===== src/rtl/addr_mode_sequencer.sv =====
// Per-instruction timing controller: FETCH -> DECODE -> ADDR -> EXEC, with
// addressing sub-state counting, IND_Y carry capture, rdy stall and illegal-mode halt.
module addr_mode_sequencer #(
  parameter int NUM_MODES = 10,
  parameter int MAX_EXEC  = 3
) (
  input  logic       clk,
  input  logic       rst,
  input  logic       rdy,
  input  logic [7:0] opcode_in,
  input  logic [3:0] addr_mode,
  input  logic [1:0] exec_cycles,
  input  logic       page_cross,
  output logic [7:0] opcode_reg,
  output logic [2:0] phase,
  output logic [1:0] mode_state,
  output logic [3:0] mode_reg,
  output logic [1:0] exec_state,
  output logic       sync,
  output logic       carry_to_high,
  output logic       instr_done,
  output logic       illegal
);

  typedef enum logic [2:0] {
    FETCH  = 3'd0,
    DECODE = 3'd1,
    ADDR   = 3'd2,
    EXEC   = 3'd3,
    HALT   = 3'd4
  } phase_e;

  localparam logic [3:0] IndYMode = 4'd9;
  localparam logic [1:0] MaxExecL = 2'(MAX_EXEC);

  phase_e     phase_q, phase_d;
  logic [7:0] opcodeReg_q, opcodeReg_d;
  logic [3:0] modeReg_q, modeReg_d;
  logic [1:0] modeState_q, modeState_d;
  logic [1:0] execState_q, execState_d;
  logic [1:0] execLen_q, execLen_d;
  logic       carryToHigh_q, carryToHigh_d;
  logic       illegal_q, illegal_d;

  logic       lastAddr;
  logic       lastExec;
  logic       decodeIllegal;
  logic [2:0] decodeCount;

  // Number of address cycles each legal mode spends in ADDR.
  function automatic logic [2:0] addrCount(input logic [3:0] m);
    case (m)
      4'd0, 4'd1:       addrCount = 3'd0;
      4'd2:             addrCount = 3'd1;
      4'd3, 4'd4, 4'd5: addrCount = 3'd2;
      4'd6, 4'd7:       addrCount = 3'd3;
      4'd8, 4'd9:       addrCount = 3'd4;
      default:          addrCount = 3'd0;
    endcase
  endfunction

  always_ff @(posedge clk) begin
    if (rst) begin
      phase_q       <= FETCH;
      opcodeReg_q   <= 8'h00;
      modeReg_q     <= 4'd0;
      modeState_q   <= 2'd0;
      execState_q   <= 2'd0;
      execLen_q     <= 2'd1;
      carryToHigh_q <= 1'b0;
      illegal_q     <= 1'b0;
    end else begin
      phase_q       <= phase_d;
      opcodeReg_q   <= opcodeReg_d;
      modeReg_q     <= modeReg_d;
      modeState_q   <= modeState_d;
      execState_q   <= execState_d;
      execLen_q     <= execLen_d;
      carryToHigh_q <= carryToHigh_d;
      illegal_q     <= illegal_d;
    end
  end

  always_comb begin
    decodeIllegal = int'(addr_mode) >= NUM_MODES;
    decodeCount   = addrCount(addr_mode);
    lastAddr      = ({1'b0, modeState_q} == (addrCount(modeReg_q) - 3'd1));
    lastExec      = (execState_q == (execLen_q - 2'd1));

    phase_d       = phase_q;
    opcodeReg_d   = opcodeReg_q;
    modeReg_d     = modeReg_q;
    modeState_d   = modeState_q;
    execState_d   = execState_q;
    execLen_d     = execLen_q;
    carryToHigh_d = carryToHigh_q;
    illegal_d     = illegal_q;

    // With rdy low nothing advances; HALT only leaves through rst.
    if (rdy) begin
      case (phase_q)
        FETCH: begin
          opcodeReg_d   = opcode_in;
          carryToHigh_d = 1'b0;
          phase_d       = DECODE;
        end
        DECODE: begin
          modeReg_d = addr_mode;
          if (exec_cycles == 2'd0)
            execLen_d = 2'd1;
          else if (int'(exec_cycles) > MAX_EXEC)
            execLen_d = MaxExecL;
          else
            execLen_d = exec_cycles;
          if (decodeIllegal) begin
            phase_d   = HALT;
            illegal_d = 1'b1;
          end else if (decodeCount == 3'd0) begin
            phase_d     = EXEC;
            execState_d = 2'd0;
          end else begin
            phase_d     = ADDR;
            modeState_d = 2'd0;
          end
        end
        ADDR: begin
          // IND_Y low-byte carry is captured at the end of A1 and of A2.
          if (modeReg_q == IndYMode && (modeState_q == 2'd1 || modeState_q == 2'd2))
            carryToHigh_d = page_cross;
          if (lastAddr) begin
            phase_d     = EXEC;
            execState_d = 2'd0;
            modeState_d = 2'd0;
          end else begin
            modeState_d = modeState_q + 2'd1;
          end
        end
        EXEC: begin
          if (lastExec) begin
            phase_d     = FETCH;
            execState_d = 2'd0;
          end else begin
            execState_d = execState_q + 2'd1;
          end
        end
        HALT: begin
          phase_d = HALT;
        end
        default: begin
          phase_d = FETCH;
        end
      endcase
    end
  end

  always_comb begin
    phase         = phase_q;
    opcode_reg    = opcodeReg_q;
    mode_reg      = modeReg_q;
    mode_state    = modeState_q;
    exec_state    = execState_q;
    carry_to_high = carryToHigh_q;
    illegal       = illegal_q;
    sync          = (phase_q == FETCH);
    instr_done    = (phase_q == EXEC) && lastExec && rdy && !rst;
  end

endmodule


===== config.mk =====
export PLATFORM = sky130hd
export DESIGN_NAME = addr_mode_sequencer
export DESIGN_NICKNAME = d
export VERILOG_FILES = /design/src/rtl/addr_mode_sequencer.sv
export SDC_FILE = /design/constraint.sdc
export NUM_CORES = 1
export LEC_CHECK = 0
export ABC_AREA = 0
export BUFFER_PORTS_ARGS = -buffer_cell sky130_fd_sc_hd__buf_2
export CAP_MARGIN = 40
export CORE_MARGIN = 2
export CORE_UTILIZATION = 45
export CTS_CLUSTER_SIZE = 20
export DETAILED_ROUTE_END_ITERATION = 12
export PLACE_DENSITY = 0.8
export SLEW_MARGIN = 25
export SYNTH_ARGS = -nofsm -noshare
export SYNTH_HDL_FRONTEND = slang
export SYNTH_SLANG_ARGS = --single-unit
export TNS_END_PERCENT = 5

===== constraint.sdc =====
create_clock -name clk -period 3.3 [get_ports clk]
set_input_delay 0 -clock clk [delete_from_list [all_inputs] [get_ports clk]]
set_output_delay 0 -clock clk [all_outputs]
set_load 0.03 [all_outputs]

---- Yosys cells after proc, flatten, opt, wreduce, memory -nomap -nowiden ----
Memories as Yosys holds them, arrays and structs flattened. A register that Yosys moved wholly into a read port is not among the register bits.
Cells that the tools add are included.
storage, ports and cells
  input port bits ......................... 18
  ROM bits ................................ 96
  memories ................................ 2
  word-level logic and storage cells ...... 68
  bits in registers ....................... 23
  output and inout bits ................... 23
memory list
  name              depth  bits a word  rd ports  clocked after Yosys merged registers in  wr ports  RTL line  RTL
  (name not given)  16     3            1         0                                        0         52        case (m)
  (name not given)  16     3            1         1                                        0         52
operators by class
  mux-type cells .......................... 19
  $lt $le $gt $ge ......................... 1
  $add $sub $neg .......................... 4
  reduce and logical (&&, ||, !) cells .... 19
  equal/unequal tests ..................... 15
operators with widths
  cell                                                       number
  two-way mux 2 bit                                          8
  one-hot mux 3 bit (5 select lines)                         1
  != test 2 bit (second input constant)                      6
  two-way mux 3 bit                                          3
  AND reduction 3 bit                                        3
  two-way mux 4 bit                                          2
  equality test 3 x 2 -> 1 bit (second input constant)       2
  zero test 3 bit                                            2
  one-hot mux 2 bit (3 select lines)                         1
  AND reduction 5 bit                                        1
  adder 2 x 1 -> 2 bit (second input constant)               2
  equality test 4 bit (second input constant)                1
  greater-or-equal comparator 4 bit (second input constant)  1
  logical AND 1 bit                                          4
  one-hot mux 2 bit (2 select lines)                         1
  AND reduction 2 bit                                        2
  AND reduction 4 bit                                        1
  nonzero test 2 bit                                         2
  equality test 2 x 3 -> 1 bit                               1
  equality test 3 x 1 -> 1 bit (second input constant)       1
  equality test 3 bit (second input constant)                1
  nonzero test 3 bit                                         1
  subtractor 3 x 1 -> 3 bit (second input constant)          1
  equality test 2 x 1 -> 1 bit (second input constant)       1
  8 further kinds                                            9

---- Depth between registers and ports, before layout ----
Gate-level depths: netlist (run 1).
  depth in word-level cells ............... 5
  depth in mapped cells ................... 6
  mapped depth without buffers ............ 6

---- Worst setup path before layout (run 1) ----
Ideal clock, no wire load.
  path type ............................... flip-flop to flip-flop
  from .................................... reg execState_q[1], in the netlist exec_state[1]
  to ...................................... reg phase_q[1], in the netlist phase[1]
  period minus slack after synthesis ...... 1,617 ps
  cell stages (with the launch flop) ...... 5
  setup slack ............................. 1,683 ps
  arrival ................................. 1,498 ps
  buffers on the path ..................... 0
  setup time .............................. 119 ps
  required time ........................... 3,181 ps
  path through ............................ dfxtp_1 > xnor2_1 > or3_1 > a31o_2 > o221a_2
between the ends
  word-level cells in the longest chain between the ends .. 3
RTL lines
  what                           RTL line  RTL
  start, declared                40        logic [1:0] execState_q, execState_d;
  start signal, assigned         77        execState_q <= execState_d;
  equality test 2 bit            88        lastExec = (execState_q == (execLen_q - 2'd1));
  != test 2 bit (no line)        -
  AND reduction 3 bit (no line)  -
  end signal, assigned           73        phase_q <= phase_d;
  end, declared                  36        phase_e phase_q, phase_d;
Every way passes these cells.
A chain may end at the register's enable or synchronous reset.

==> metrics.md, run 1 <==
| Metric | Value |
|---|---|
| Status | `complete, no violations` |
| Clk sink count | `26` |
| Drt via density | `5.55` |
| Pre-CTS setup slack | `1350 ps` |
| HPWL after detailed placement | `2.24 mm` |
| Post-CTS Resized | `0` |
| CTS tree | `built` |
| Fraction of registers with async set/reset | `0` |
| DIE WIDTH | `57.5 microns` |
| Skew-Pair Late Insertion Delay | `330 ps` |
| R2r startpoint | `phase[0]$_SDFFE_PP0P_` |
| Initial Utilization | `0.472` |
| DRC viols | `0` |
| Tmin final | `1990 ps` |
| Netlist cell types | `46` |
| Largest area contributor in the netlist | `dfxtp_1` |
| Post-synth EDFFs | `0` |
| First-pass GRT wire length | `5.52 mm` |
| Setup slack, reg-to-reg | `1310 ps` |
| Final hold viol count | `0` |
| NumNets Final | `219` |
| Hold path depth | `4` |
| Clock transition at path regs | `150 ps` |
| Synth cell count leaders | `dfxtp_1, nand2_1, nor2_1, a21oi_1` |
| Initial DRC Count | `56` |
| Worst-Margin Slew | `752 ps` |
| Top cell type's share of synthesized area | `0.403` |
| Hold/Removal Path Class | `in2reg` |
| R2R depth | `4` |
| Worst EP required | `3540 ps` |
| Worst path max stage delay | `620 ps` |
| Post-route ant nets | `0` |
| CTS max path bufs | `2` |
| Clock root cell | `clkbuf_4` |
| Mapped Cells | `152` |
| H-tree depth | `1` |
| Hold Buf Count CTS | `10` |
| Critical Path Fanout Max | `14` |
| Max Cap Violations | `0` |
| Largest net degree at the start of global routing | `25` |
| Critical Path AT | `2230 ps` |
| Post-Syn Area per Cell | `8.49 sq um` |
| Diode count | `0` |
| Worst path bufs/invs | `0` |
| Min-Delay Startpoint | `exec_cycles[0]` |
| Ports | `41` |
| Flop and latch count out of synthesis | `26` |
| Crit. End Element | `flop` |
| Leak Pwr | `0.743 nW` |
| Crit path max-delay family | `simple AND/OR/NAND/NOR gates` |
| Die ar. | `3310 sq um` |
| Setup crit start kind | `flop` |
| Post-route setup slack | `1310 ps` |
| Row count | `19` |
| Final GP Congestion | `0.875` |
| Die height | `57.5 microns` |
| Via count of the routed design | `1,277` |
| RSZ-0062 raised after global routing | `no` |
| Port bufs | `40` |
| WL/cell | `14.6 microns` |
| DRT Pass-1 Iters | `4` |
| Final period util | `0.602` |
| Total grt overflow | `0` |
| Core Area | `2730 sq um` |
| Fillers | `244` |
| GRT Util Overall | `0.215` |
| Setup TNS | `0 ps` |
| Ys flop type | `dfxtp_1` |
| Worst path slowest cell | `dfxtp_1` |
| Worst VDD drop | `492 uV` |
| CTS buffer count | `3` |
| Initial antenna violation count | `0` |
| Mapped Area | `1290 sq um` |
| Count of final max-slew check failures | `0` |
| Seq/Total Area, Yosys | `0.403` |
| Layout cells sized above 1 | `0.251` |
| Number of global-route vias before repair | `1,223` |
| Slew HR | `0.497` |
| Peak Freq | `503 MHz` |
| Final Setup Violations | `0` |
| Critical path, cell by cell | `and4bb_1 > mux2i_1 > nor2_1 > a2111oi_2` |
| Area Overhead vs Synth | `27.4%` |
| Worst hold endpoint | `execLen_q[0]$_SDFFE_PP1N_` |
| Top cells by area, synth | `dfxtp_1, nand2_1, a21oi_1` |
| Setup Crit Path Kind | `reg2reg` |
| Post-Syn Nets | `171` |
| Tot Pwr | `0.000749 W` |
| Top-count cell post-synth | `dfxtp_1` |
| Clock skew | `2.39 ps` |
| Ys Warns | `0` |
| PwrDens | `455 nW/um^2` |
| Wirelength, routed | `3.36 mm` |
| Post-CTS Setup Bufs | `0` |
## worst max path at each step
stage | from | endpoint | slack, ps | depth (start not counted)
after floorplan | exec_state[1]$_SDFFE_PP0P_ | phase[1]$_SDFFE_PP0P_ | 1680 | 4
after CTS | phase[0]$_SDFFE_PP0P_ | flop | 1330 | 4
after detailed placement | phase[0]$_SDFFE_PP0P_ | flop | 1350 | 4
final | phase[0]$_SDFFE_PP0P_ | flop | 1310 | 4
after global placement | phase[0]$_SDFFE_PP0P_ | flop | 1490 | 4
after global routing | phase[0]$_SDFFE_PP0P_ | flop | 1200 | 4
## report_power, final
| group | switching, W | internal (W) | total, W |
|---|---|---|---|
| logic | 0.000106 | 0.0000645 | 0.000170 |
| registers | 0.0000225 | 0.000332 | 0.000354 |
| clock network | 0.000101 | 0.000123 | 0.000224 |
| total | 0.000230 | 0.000519 | 0.000749 |
## worst reg2reg max path: stages (launching register included)
cell and delay [ps]:
dfxtp_1 620, and4bb_1 550, mux2i_1 250, nor2_1 100
a2111oi_2 390
## metal layers
metal  global-route usage  wire (microns)  part of all wire  vias to the layer above
met5                    0               0                 0                        -
met1                0.258            1480              0.44                      588
met3               0.0635             175             0.052                       12
met4                0.110              93             0.028                        0
li1                     -               -                 -                      634
met2                0.346            1610              0.48                       43
## area by class of cell
type / count / area (sq um) / share of cell area
Multi-Input combinational cell: 113 / 709 / 0.432
Sequential cell: 26 / 520 / 0.317
Timing Repair Buffer: 50 / 300 / 0.183
Tap cell: 31 / 38.8 / 0.0236
Clock inverter: 1 / 30.0 / 0.0183
Clock buffer: 3 / 22.5 / 0.0137
Inverter: 6 / 22.5 / 0.0137
## cells in the final DEF (no fill, tap or decap), types with 2 or more instances in the layout
cell type and instances:
xor2_1 3, dlygate4sd3_1 10, clkbuf_4 3, nor2_1 14, nand4_1 3, nor2b_1 4
nand2b_1 5, o21a_1 2, mux2i_1 6, a31o_2 2, buf_2 40, inv_1 6
nand2_1 24, a21oi_1 12, dfxtp_1 26, o21ai_0 3, xnor2_1 2, nor3_1 3
nand4b_1 2, a31oi_1 2
## through the flow
stage | hold slack, ps | instances | instance area, sq um | utilization
after global placement | 242 | 216 | 1490 | 0.546
after detailed placement | 250 | 216 | 1490 | 0.546
after floorplan | 84.0 | 152 | 1290 | -
final | 6.18 | 230 | 1640 | 0.601
after CTS | 4.48 | 230 | 1640 | 0.601
after global routing | 10.3 | 230 | 1640 | 0.601
## cell families after synthesis
family | after synthesis | synth area share
xor gates and xnor gates | 5 | 0.0340
adders and majority gates | 1 | 0.00970
DFF | 26 | 0.403
muxes | 7 | 0.0553
buffers and inverters | 13 | 0.0466
and+or+nand+nor | 67 | 0.274
AOI/OAI and AO/OA | 33 | 0.178
Note: power is estimated with default switching activity, not from simulation.
==> run 2, diff against run 1 <==
ABC_AREA = 1   (was 0)
PLACE_DENSITY = 0.79   (was 0.8)
clock period = 2 ns   (was 3.3 ns; I/O delays follow)
==> run 2 against run 1 <==
Against the previous run: flip-flop and latch count did not move; non-clock buffer count increased by 2; first-iteration DRC count decreased by 29%; sequential power up 66%; power up 63%; wire length fell by 6.3%; core utilization fell by 1.3 points; die area is 6.3% higher; hold slack better by 3.5 ps; clock power up 18%; sequential share of layout area decreased by 1.9 points; synthesized cell count rose by 24%.
==> metrics.md, run 2 <==
| Metric | Value |
|---|---|
| Status | `complete, no violations (unchanged)` |
| Max Cap Violations | `0 (unchanged)` |
| Synth cell count leaders | `nand2_1, dfxtp_1, inv_1, nor2_1, nand3_1 (was dfxtp_1, nand2_1, nor2_1, a21oi_1)` |
| Die height | `59.3 microns (was 57.5 microns)` |
| Peak Freq | `604 MHz` |
| Post-route insts no fill | `274 (was 230)` |
| Tmin final | `1660 ps` |
| Wirelength, routed | `3.14 mm (was 3.36 mm)` |
| Mapped Cells | `189 (was 152)` |
| Tot Pwr | `0.00122 W (was 0.000749 W)` |
| Skew-Pair Late Insertion Delay | `320 ps (was 330 ps)` |
| Final Setup Violations | `0 (unchanged)` |
| Initial Utilization | `0.463 (was 0.472)` |
| Clock skew | `15.4 ps (was 2.39 ps)` |
| Setup Crit Path Kind | `reg2out (was reg2reg)` |
| Fillers | `293 (was 244)` |
| Crit path max-delay family | `flip-flops (was simple AND/OR/NAND/NOR gates)` |
| CTS buffer count | `3 (unchanged)` |
| Critical path, cell by cell | `inv_2 > nor2_1 > nand3_1 > a21oi_1 > buf_2 (was and4bb_1 > mux2i_1 > nor2_1 > a2111oi_2)` |
| CTS tree | `built (unchanged)` |
| Total grt overflow | `0 (unchanged)` |
| Number of global-route vias before repair | `1,237 (was 1,223)` |
| Ports | `41 (unchanged)` |
| DRC viols | `0 (unchanged)` |
| Largest area contributor in the netlist | `dfxtp_1 (unchanged)` |
| Ys Warns | `0 (unchanged)` |
| Fraction of registers with async set/reset | `0 (unchanged)` |
| Setup TNS | `0 ps (unchanged)` |
| Worst path max stage delay | `530 ps (was 620 ps)` |
| Ys flop type | `dfxtp_1 (unchanged)` |
| RSZ-0062 raised after global routing | `no (unchanged)` |
| Seq/Total Area, Yosys | `0.378 (was 0.403)` |
| Final hold viol count | `0 (unchanged)` |
| Via count of the routed design | `1,326 (was 1,277)` |
| Layout cells sized above 1 | `0.286 (was 0.251)` |
| Worst VDD drop | `533 uV (was 492 uV)` |
| Top cell type's share of synthesized area | `0.378 (was 0.403)` |
| Top-count cell post-synth | `nand2_1 (was dfxtp_1)` |
| Post-Syn Nets | `208 (was 171)` |
| Critical Path Fanout Max | `5 (was 14)` |
| Worst-Margin Slew | `441 ps (was 752 ps)` |
| Most frequent cells in the layout | `nand2_1, buf_2, dfxtp_1, inv_1, nor2_1 (was buf_2, dfxtp_1, nand2_1, nor2_1, a21oi_1)` |
| Post-route ant nets | `0 (unchanged)` |
| Drt via density | `4.84 (was 5.55)` |
| Core Area | `2980 sq um (was 2730 sq um)` |
| Placed cell count | `258 (was 216)` |
| Clock transition at path regs | `150 ps (about the same)` |
| Flop and latch count out of synthesis | `26 (unchanged)` |
| Port bufs | `40 (unchanged)` |
| Critical Path AT | `1660 ps (was 2230 ps)` |
| NumNets Final | `261 (was 219)` |
| Largest net degree at the start of global routing | `18 (was 25)` |
| Min-Delay Startpoint | `exec_cycles[1] (was exec_cycles[0])` |
| Hold/Removal Path Class | `in2reg (unchanged)` |
| Initial antenna violation count | `0 (unchanged)` |
| DIE WIDTH | `59.3 microns (was 57.5 microns)` |
| Crit. End Element | `output port (was flop)` |
| H-tree depth | `1 (unchanged)` |
| Diode count | `0 (unchanged)` |
| Area Overhead vs Synth | `27.2% (was 27.4%)` |
| Start point of the critical path | `phase[0]$_SDFFE_PP0P_ (unchanged)` |
| Post-synth EDFFs | `0 (unchanged)` |
| First-pass GRT wire length | `5.36 mm (was 5.52 mm)` |
| Final GP Congestion | `0.818 (was 0.875)` |
| Netlist cell types | `32 (was 46)` |
| Slew HR | `0.706 (was 0.497)` |
| GRT Util Overall | `0.198 (was 0.215)` |
| Worst path slowest cell | `dfxtp_1 (unchanged)` |
| PwrDens | `699 nW/um^2 (was 455 nW/um^2)` |
| Count of final max-slew check failures | `0 (unchanged)` |
| Leak Pwr | `0.880 nW (was 0.743 nW)` |
| DRT Pass-1 Iters | `3 (was 4)` |
| Final period util | `0.828` |
| Post-Syn Area per Cell | `7.29 sq um (was 8.49 sq um)` |
| Initial DRC Count | `40 (was 56)` |
| Row count | `20 (was 19)` |
| WL/cell | `11.5 microns (was 14.6 microns)` |
| Clock root cell | `clkbuf_4 (unchanged)` |
| Setup crit start kind | `flop (unchanged)` |
| CTS max path bufs | `2 (unchanged)` |
| Clk sink count | `26 (unchanged)` |
| Worst path bufs/invs | `2 (was 0)` |
| HPWL after detailed placement | `2.24 mm (about the same)` |
| Top cells by area, synth | `dfxtp_1, nand2_1, nand3_1 (was dfxtp_1, nand2_1, a21oi_1)` |
| Worst EP required | `2000 ps (was 3540 ps)` |
| Post-CTS Setup Bufs | `0 (unchanged)` |
| Die ar. | `3520 sq um (was 3310 sq um)` |
| Mapped Area | `1380 sq um (was 1290 sq um)` |
## run 2: cell count changes after synthesis, sizes merged, moves of 4 or more
cell	previous run	this run
nor2	14	25
inv	6	28
mux2i	6	0
a21oi	12	16
nand2b	5	0
nor2b	4	0
nand2	24	44
nand3	1	25
## run 2: area by class of cell
class | count | area [sq um] | area share
Tap cell | 33 | 41.3 | 0.0236
Sequential cell | 26 | 520 | 0.297
Timing Repair Buffer | 52 | 320 | 0.183
Inverter | 29 | 114 | 0.0650
Multi-Input combinational cell | 130 | 719 | 0.411
Clock buffer | 4 | 36.3 | 0.0207
## run 2: path summary, 6_finish.rpt
path / end / slack [ps] / cells past startpoint
setup reg to reg: phase[1]$_SDFFE_PP0P_ / 540 / 7
setup / recovery: instr_done / 340 / 5
hold / removal: execLen_q[1]$_SDFFE_PP0N_ / 10 / 5
hold reg to reg: opcode_reg[2]$_SDFFE_PP0P_ / 470 / 2
## run 2: cell families after synthesis
kind of cell / count (synthesis) / synth area share
compound gates: 26 / 0.117
xor+xnor: 5 / 0.0318
fa+ha+maj: 1 / 0.00908
buf+inv: 33 / 0.0999
flops: 26 / 0.378
simple gates: 98 / 0.364
## run 2: report_power, final
| part | internal (W) | leakage, nW | switching, W |
|---|---|---|---|
| combinational | 0.000127 | 0.647 | 0.000245 |
| clock | 0.000111 | 0.0210 | 0.000152 |
| sequential | 0.000557 | 0.212 | 0.0000319 |
## run 2: routing by layer
metal  wire [microns]  vias to the layer above  GRT usage
met4               27                        0     0.0584
met3              102                        2     0.0349
met1             1430                      592      0.255
met2             1580                       26      0.338
met5                0                        -          0
li1                 -                      706          -
## run 2: metrics by stage
step                      utilization  cell area [sq um]  setup slack [ps]  hold WS [ps]
after floorplan                     -               1380               466          69.1
after global placement          0.536               1600               577           263
after detailed placement        0.536               1600               515           278
after CTS                       0.588               1750               359          5.17
after global routing            0.588               1750               230          9.87
final                           0.588               1750               345          9.71
## run 2: what timing repair did
action | in CTS | in global routing
setup endpoints to repair | 0 | 0
resized for setup | 0 | 0
endpoints found under the hold margin | 12 | 0
hold buffers | 12 | 0
## run 2: worst reg2reg max path, cell delays in order, from the launching register on
cell,delay (ps)
dfxtp_1,370
inv_1,50
ha_1,290
xor2_1,130
nand3_1,120
nand2_4,130
nand3_2,100
o21a_1,210
==> run 3, diff against run 2 <==
clock period = 1.62 ns   (was 2 ns; I/O delays follow)
==> run 3 against run 2 <==
Against the previous run: hold slack lost 3.9 ps; via count up 1.5%; global-route usage shrank 1.8 points; cell area up 1.5%; clock skew down 6.3 ps; sequential power is 23% higher; worst setup slack got worse by 200 ps; combinational power up 27%; critical path type is now reg2reg; largest cell class unchanged; highest routed layer unchanged.
==> metrics.md, run 3 (same netlist as run 2, synthesis figures left out) <==
| Metric | Value |
|---|---|
| Crit. End Element | `flop (was output port)` |
| WL/cell | `10.8 microns (was 11.5 microns)` |
| Most frequent cells in the layout | `nand2_1, buf_2, dfxtp_1, inv_1, nor2_1 (unchanged)` |
| Multi-input gate area | `727 sq um (was 719 sq um)` |
| Tot Pwr | `0.00151 W (was 0.00122 W)` |
| Post-route insts no fill | `276 (was 274)` |
| First-pass GRT wire length | `4.94 mm (was 5.36 mm)` |
| CTS buffer count | `3 (unchanged)` |
| Skew-Pair Late Insertion Delay | `310 ps (was 320 ps)` |
| Count of final max-slew check failures | `0 (unchanged)` |
| Worst EP required | `1850 ps (was 2000 ps)` |
| Clock transition at path regs | `140 ps (was 150 ps)` |
| Via count of the routed design | `1,346 (was 1,326)` |
| DRC viols | `0 (unchanged)` |
| Setup slack, reg-to-reg | `150 ps (was 540 ps)` |
| CTS tree | `built (unchanged)` |
| Drt via density | `4.88 (was 4.84)` |
| Initial DRC Count | `51 (was 40)` |
| Fillers | `275 (was 293)` |
| Critical path, cell by cell | `inv_1 > ha_1 > xor2_1 > nand3_1 > nand2_4 > nand3_2 > o21a_1 (was inv_2 > nor2_1 > nand3_1 > a21oi_1 > buf_2)` |
| Row count | `20 (unchanged)` |
| Layout cells sized above 1 | `0.300 (was 0.286)` |
| Worst-Margin Slew | `424 ps (was 441 ps)` |
| DIE WIDTH | `59.3 microns (unchanged)` |
| Worst path bufs/invs | `1 (was 2)` |
| H-tree depth | `1 (unchanged)` |
| RSZ-0062 raised after global routing | `no (unchanged)` |
| Peak Freq | `679 MHz` |
| Setup TNS | `0 ps (unchanged)` |
| Die ar. | `3520 sq um (unchanged)` |
| Status | `complete, no violations (unchanged)` |
| Post-route ant nets | `0 (unchanged)` |
| Worst VDD drop | `597 uV (was 533 uV)` |
| Register area | `522 sq um (was 520 sq um)` |
| Critical Path AT | `1700 ps (was 1660 ps)` |
| Largest net degree at the start of global routing | `17 (was 18)` |
| Final hold viol count | `0 (unchanged)` |
| Clock root cell | `clkbuf_4 (unchanged)` |
| Setup crit start kind | `flop (unchanged)` |
| Total grt overflow | `0 (unchanged)` |
| Worst path max stage delay | `370 ps (was 530 ps)` |
| Area Overhead vs Synth | `29.1% (was 27.2%)` |
| PwrDens | `852 nW/um^2 (was 699 nW/um^2)` |
| Setup Crit Path Kind | `reg2reg (was reg2out)` |
| NumNets Final | `263 (was 261)` |
| Final GP Congestion | `0.827 (was 0.818)` |
| GRT Util Overall | `0.181 (was 0.198)` |
| Max Cap Violations | `0 (unchanged)` |
| Hold/Removal Path Class | `in2reg (unchanged)` |
| Placed cell count | `260 (was 258)` |
| Ports | `41 (unchanged)` |
| Clock skew | `9.14 ps (was 15.4 ps)` |
| Crit path max-delay family | `flip-flops (unchanged)` |
| Initial antenna violation count | `0 (unchanged)` |
| Wirelength, routed | `2.99 mm (was 3.14 mm)` |
| Commonest non-fill, non-tap cell in the layout | `nand2_1` |
| Slew HR | `0.717 (was 0.706)` |
| Initial Utilization | `0.463 (unchanged)` |
| Number of global-route vias before repair | `1,150 (was 1,237)` |
| Diode count | `0 (unchanged)` |
| Leak Pwr | `0.889 nW (was 0.880 nW)` |
| Die height | `59.3 microns (unchanged)` |
| Core Area | `2980 sq um (unchanged)` |
| Port bufs | `40 (unchanged)` |
| Clk sink count | `26 (unchanged)` |
| HPWL after detailed placement | `2.22 mm (was 2.24 mm)` |
| Critical Path Fanout Max | `9 (was 5)` |
| DRT Pass-1 Iters | `4 (was 3)` |
| CTS max path bufs | `2 (unchanged)` |
| Final period util | `0.909` |
| Final Setup Violations | `0 (unchanged)` |
| Worst path slowest cell | `dfxtp_1 (unchanged)` |
| Tmin final | `1470 ps` |
run 3: changes by cell type in the layout (fill, tap and decap cells not counted), sizes merged:
cell,before,now
buf,40,41
clkbuf,4,5
run 3: final cells by class:
type | instances | share of cell area
Sequential cell | 26 | 0.293
Inverter | 29 | 0.0640
Clock buffer | 4 | 0.0204
Tap cell | 33 | 0.0232
Multi-Input combinational cell | 130 | 0.409
Timing Repair Buffer | 54 | 0.190
run 3: final timing paths:
kind	start	endpoint	depth (start not counted)
max reg2reg	flop	phase[1]$_SDFFE_PP0P_	7
min	exec_cycles[1]	execLen_q[1]$_SDFFE_PP0N_	5
max	flop	phase[1]$_SDFFE_PP0P_	7
min reg2reg	opcode_reg[6]$_SDFFE_PP0P_	opcode_reg[6]$_SDFFE_PP0P_	2
run 3: per-stage QoR:
| stage | cell area, sq um | utilization | hold WS, ps | setup slack, ps |
|---|---|---|---|---|
| after CTS | 1770 | 0.594 | 4.40 | 95.1 |
| after floorplan | 1380 | - | 69.1 | 86.4 |
| after global placement | 1610 | 0.541 | 260 | 202 |
| after global routing | 1780 | 0.597 | 34.1 | 16.2 |
| after detailed placement | 1610 | 0.541 | 262 | 146 |
| final | 1780 | 0.597 | 5.76 | 148 |
run 3: report_power, final:
group          leakage [nW]  switching, W  internal, W  total, W
clock                0.0210      0.000179     0.000137  0.000316
combinational         0.656      0.000307     0.000165  0.000472
sequential            0.213     0.0000383     0.000688  0.000726
run 3: per-layer routing:
| layer | GRT usage | part of all wire | up-vias |
|---|---|---|---|
| li1 | - | - | 714 |
| met1 | 0.240 | 0.47 | 598 |
| met2 | 0.308 | 0.49 | 30 |
| met3 | 0.0218 | 0.035 | 4 |
| met4 | 0.0487 | 0.0090 | 0 |
| met5 | 0 | 0 | - |
run 3: repair_timing:
action,CTS,global route
gates resized for setup,1,3
setup buffers,0,0
endpoints found under the hold margin,12,0
hold buffers,12,0
setup endpoints to repair,1,1
pin swaps,0,0
run 3: worst min-delay path, cell delays in order:
cell and delay, ps:
buf_2 90, inv_1 60, nor2_1 40, inv_1 40
a21oi_1 40
